$ cat src/rtl/spi_slave_in.sv
// spi_slave_in: mode-3 SPI receiver, LSB-first words presented on out_buf with a valid pulse.
module spi_slave_in #(
  parameter int BITS = 4
) (
  input  logic            clk,
  input  logic            reset,
  input  logic            sck,
  input  logic            cs,
  input  logic            mosi,
  output logic [BITS-1:0] out_buf,
  output logic            valid,
  output logic            frame_err,
  output logic            busy
);
  localparam int CW = $clog2(BITS);
  logic [2:0]      sck_q, cs_q;
  logic [1:0]      mosi_q;
  logic [BITS-1:0] sh_q, sh_d, out_buf_d;
  logic [CW-1:0]   cnt_q, cnt_d;
  logic            valid_d, frame_err_d, busy_d;
  logic            sck_s, sck_p, cs_s, cs_p, mosi_s, rise, cs_fall, cs_rise, sample;
  assign sck_s   = sck_q[1];
  assign sck_p   = sck_q[2];
  assign cs_s    = cs_q[1];
  assign cs_p    = cs_q[2];
  assign mosi_s  = mosi_q[1];
  assign rise    = sck_s & ~sck_p;
  assign cs_fall = ~cs_s & cs_p;
  assign cs_rise = cs_s & ~cs_p;
  // cs_p keeps the final bit when cs rises alongside the last sck rise
  assign sample  = rise & ~cs_p;
  always_comb begin
    sh_d        = sample ? {mosi_s, sh_q[BITS-1:1]} : sh_q;
    cnt_d       = !sample ? cnt_q : (cnt_q == CW'(BITS-1)) ? '0 : cnt_q + CW'(1);
    valid_d     = sample && (cnt_q == CW'(BITS-1));
    out_buf_d   = valid_d ? sh_d : out_buf;
    cnt_d       = cs_fall ? '0 : cnt_d;
    frame_err_d = cs_rise && (cnt_d != '0);
    busy_d      = ~cs_s;
  end
  always_ff @(posedge clk or posedge reset) begin
    if (reset) begin
      sck_q     <= '1;
      cs_q      <= '1;
      mosi_q    <= '1;
      sh_q      <= '0;
      cnt_q     <= '0;
      out_buf   <= '0;
      valid     <= 1'b0;
      frame_err <= 1'b0;
      busy      <= 1'b0;
    end else begin
      sck_q     <= {sck_q[1:0], sck};
      cs_q      <= {cs_q[1:0], cs};
      mosi_q    <= {mosi_q[0], mosi};
      sh_q      <= sh_d;
      cnt_q     <= cnt_d;
      out_buf   <= out_buf_d;
      valid     <= valid_d;
      frame_err <= frame_err_d;
      busy      <= busy_d;
    end
  end
endmodule

$ cat config.mk
export PLATFORM = sky130hd
export DESIGN_NAME = spi_slave_in
export DESIGN_NICKNAME = d
export VERILOG_FILES = /design/src/rtl/spi_slave_in.sv
export SDC_FILE = /design/constraint.sdc
export NUM_CORES = 1
export LEC_CHECK = 0
export CAP_MARGIN = 20
export CELL_PAD_IN_SITES_DETAIL_PLACEMENT = 2
export CELL_PAD_IN_SITES_GLOBAL_PLACEMENT = 2
export CORE_ASPECT_RATIO = 0.9
export CORE_MARGIN = 1.5
export CORE_UTILIZATION = 31
export DETAILED_ROUTE_END_ITERATION = 8
export GPL_TIMING_DRIVEN = 0
export PLACE_DENSITY = 0.71
export RECOVER_POWER = 100
export SYNTH_ARGS = -nofsm -noshare
export SYNTH_HDL_FRONTEND = slang
export SYNTH_SLANG_ARGS = --single-unit
export TNS_END_PERCENT = 5
$ cat constraint.sdc
create_clock -name clk -period 1.41 [get_ports clk]
set_input_delay 0.282 -clock clk [delete_from_list [all_inputs] [get_ports clk]]
set_output_delay 0.282 -clock clk [all_outputs]
set_load 0.1 [all_outputs]
==> flow_results.org <==
** Flow run
- Across the run, the number of max-cap violations was 0.

** Critical path
- In this run the register-to-register setup slack is -20 ps.
- The worst setup path is captured at a flop.
- The endpoint identified for the worst register-to-register timing path is frame_err.
- Path depth of the worst reg2reg path :: 3
- STA classifies the critical path startpoint as a flop.
- At the worst endpoint, the required time is 1600 ps.
- Startpoint of the worst register-to-register path :: sck_q[1]
- CP Max Fanout :: 6
- By startpoint and endpoint, the worst setup path is classified as reg -> reg.
- The most critical setup path has its startpoint at sck_q[1].
- At the worst endpoint, the arrival time is 1620 ps.

** Synth
- Multiplexer cells account for 9.52% of the synthesized area.
- After Yosys synthesis, full adders, half adders and majority gates account for 1.70% of the synthesized area.
- After Yosys synthesis, XOR and XNOR cells account for 0% of the synthesized area.
- After synthesis the cells add up to 736 um2.
- Counting flops and latches in the post-synthesis netlist gives 20.
- Mapped Avg Cell Area :: 14.4 um2
- Sequential elements use 69.4% of the synthesized area.
- Gate count after technology mapping :: 51
- When the netlist entered floorplanning its net count stood at 57.
- Yosys printed 0 warnings.
- Biggest area contributors in the synthesized netlist :: dfrtp_1, dfstp_2, mux2_4, nand2_1, o21ai_0
- In this run, distinct cell masters in the synthesized netlist total 16.
- Library cell with the largest summed area after synthesis :: dfrtp_1
- Basic-gate share of the synthesized area counting and, or, nand and nor cells :: 10.2%
- Complex-gate fraction of the synthesized area :: 4.08%
- Of the post-synthesis cell area, the dominant cell type holds 40.8%.
- Main combinational cell family by area after synthesis :: simple AND/OR/NAND/NOR gates

** Route
- Wirelength per Cell :: 13.0 um
- The routed layout has 421 vias.
- Summed over all layers, the routed wires come to 1220 um.
- Once detail routing completed, the nets flagged for antenna violations numbered 0.
- Violation count after the first detailed-route iteration :: 0
- Via-per-instance ratio :: 4.48
- For this run, the detailed router's first-pass iteration total came to 1.
- DRC violations left :: 0

** Timing
- After layout, the worst setup slack is -24.9 ps.
- The final count of pins violating max slew was 0.
- Unrepaired setup endpoints after global routing :: yes
- The worst pin sits at a relative slew slack of 47.7%.
- After layout, the worst path uses 102% of the clock period.
- Aggregate negative setup slack :: -24.9 ps
- Post-layout minimum cycle time :: 1430 ps
- At the pin with the least slew margin, the transition time is 784 ps.
- Final Hold Violating Endpoints :: 0
- Finish-stage setup viols :: 1
- Highest Clock Rate :: 0.697 GHz
- Clock skew on the completed layout was measured at 4.63 ps.

** Worst hold path
- In this run the most critical hold path is launched from mosi_q[0].
- The path with the worst hold slack has its endpoint at mosi_q[1].
- The path class of the tightest hold or removal check is reg -> reg.
- The worst hold path was traced through 0 stages.

** Outcome
- The run finished, with violations left.
- Violated checks :: setup timing

** CTS
- Counting every sink on the clock net gives 20.
- Counting along the longest clock path gives a buffer depth of 2.
- CTS HTree Levels :: 1
- TritonCTS built the clock tree.
- Clock-pin slew was measured on the worst setup and hold paths at 110 ps.
- The cell sitting at the root of the clock tree is a clkbuf_4.
- Latest clock arrival within the worst-skew pair :: 300 ps
- Inserted Clock Buffers :: 3
- In this run, post-CTS hold repair placed 0 buffers.

** Global routing
- Vias in the first global route :: 497
- Global-route wire length before repair :: 2210 um
- The number of antenna violations at the first check in global routing was 0.
- Total global routing overflow :: 0
- Largest net degree at the start of global routing :: 21
- In the global route stage, overall resource usage came out at 11.8%.

** Power and ir drop
- Share of power burned in registers :: 55.4%
- Power density of the placed cells :: 1330 nW/um2
- VDD sags by at most 935 uV.
- Switching portion of total power :: 29.1%
- The internal power of the cells totals 0.848 mW.
- Summed over all cells, the static leakage comes to 0.443 nW.
- The share of total power dissipated in combinational logic is 17.1%.
- The share of total power dissipated in the clock network is 27.5%.
- Sw Pwr :: 0.347 mW

** Die
- Top-level I/O count :: 12
- Standard cell core area :: 2200 um2
- The die is 49.2 um tall.
- Once the floorplan was initialized, standard cells occupied 33.4% of the core.
- Measured along the x axis, the die boundary spans 54.4 um.
- Row cnt :: 16
- Die area :: 2670 um2

** Cells and area
- Antenna cells :: 0
- Final-stage net count :: 74
- The area growth from synthesis to layout is 21.9%.
- After filler insertion, the fill cell instance count of the layout stands at 238.
- The post-route netlist has 41.8% of its cells at a drive strength greater than 1.
- For this run, the number of standard cells in the final layout without fillers is 94.
- Post-route core utilization :: 40.7%

** Place
- Count of input and output buffers :: 11
- RePlAce Congestion :: 0.620
- HPWL reported at the end of detailed placement :: 826 um
- Placed cells :: 89
==> metal layers <==
metal / GRT usage [%] / routed length [um] / up-vias
met5: 0 / 0 / -
met2: 17.9 / 604 / 12
met4: 2.50 / 0 / 0
met3: 6.44 / 84 / 0
li1: - / - / 196
met1: 14.5 / 534 / 213
==> cells by family after synthesis <==
logic type | count (synthesis)
flip-flops | 20
AND/OR/NAND/NOR | 15
AO/OA/AOI/OAI | 5
buffers and inverters | 5
multiplexers | 5
adder cells (fa/ha/maj) | 1
==> critical path, stage by stage, from the launching register on <==
cell	delay (ps)
dfstp_2	550
or3b_1	360
buf_6	140
o311a_1	280
==> stage by stage <==
stage	total power [mW]	hold slack (ps)	setup WS [ps]	cell area (um2)
after floorplan	0.827	240	-34.3	742
after CTS	1.22	361	-36.1	895
final	1.19	359	-24.9	897
after global placement	0.878	346	-329	886
after global routing	1.27	372	-55.4	897
after detailed placement	0.888	349	-341	886
==> power groups by stage <==
| stage | sequential, mW | combinational (mW) | clock [mW] |
|---|---|---|---|
| after floorplan | 0.761 | 0.0660 | 0 |
| after global placement | 0.672 | 0.206 | 0 |
| after detailed placement | 0.675 | 0.213 | 0 |
| after CTS | 0.664 | 0.204 | 0.349 |
| after global routing | 0.672 | 0.222 | 0.376 |
| final | 0.662 | 0.204 | 0.329 |
==> synthesized netlist by cell type, drive strengths merged <==
cell type  count
dfrtp         12
nand2         10
dfstp          8
mux2           4
inv            3
o21ai          3
buf            2
nor2           2
a21oi          1
and2           1
ha             1
mux2i          1
nor3b          1
o311a          1
or3b           1
==> layout by cell type (no fill, tap or decap), drive strengths merged, types with 2 or more instances in the layout <==
master / n
dlygate4sd3: 4
dfrtp: 12
clkbuf: 8
buf: 6
nand2: 10
o21ai: 3
mux2: 4
inv: 3
nor2: 2
dfstp: 8
==> how the worst max path moves through the flow <==
| stage | to | depth (start not counted) |
|---|---|---|
| after CTS | frame_err | 3 |
| after floorplan | out_buf[0] | 4 |
| after detailed placement | out_buf[2] | 1 |
| final | frame_err | 3 |
| after global placement | out_buf[3] | 1 |
| after global routing | frame_err | 3 |
==> sequential cells by signal, summed over array words and instances (netlist names) <==
register,count
out_buf,4
cs_q,3
sck_q,3
sh_q,3
cnt_q,2
mosi_q,2
busy,1
frame_err,1
valid,1
==> repair_timing <==
action / CTS / global route
gates resized for setup: 35 / 4
setup buffers: 1 / 1
endpoints found under the hold margin: 0 / 0
setup endpoints to repair: 12 / 10
pin swaps: 2 / 1
==> layout make-up <==
| cell class | instances | area [um2] | area share [%] |
|---|---|---|---|
| Multi-Input combinational cell | 26 | 194 | 21.6 |
| Sequential cell | 20 | 510 | 56.9 |
| Timing Repair Buffer | 13 | 100 | 11.2 |
| Inverter | 3 | 11.3 | 1.26 |
| Clock buffer | 4 | 36.3 | 4.04 |
| Tap cell | 27 | 33.8 | 3.77 |
| Buffer | 1 | 11.3 | 1.26 |
(Power assumes the default switching activity.)
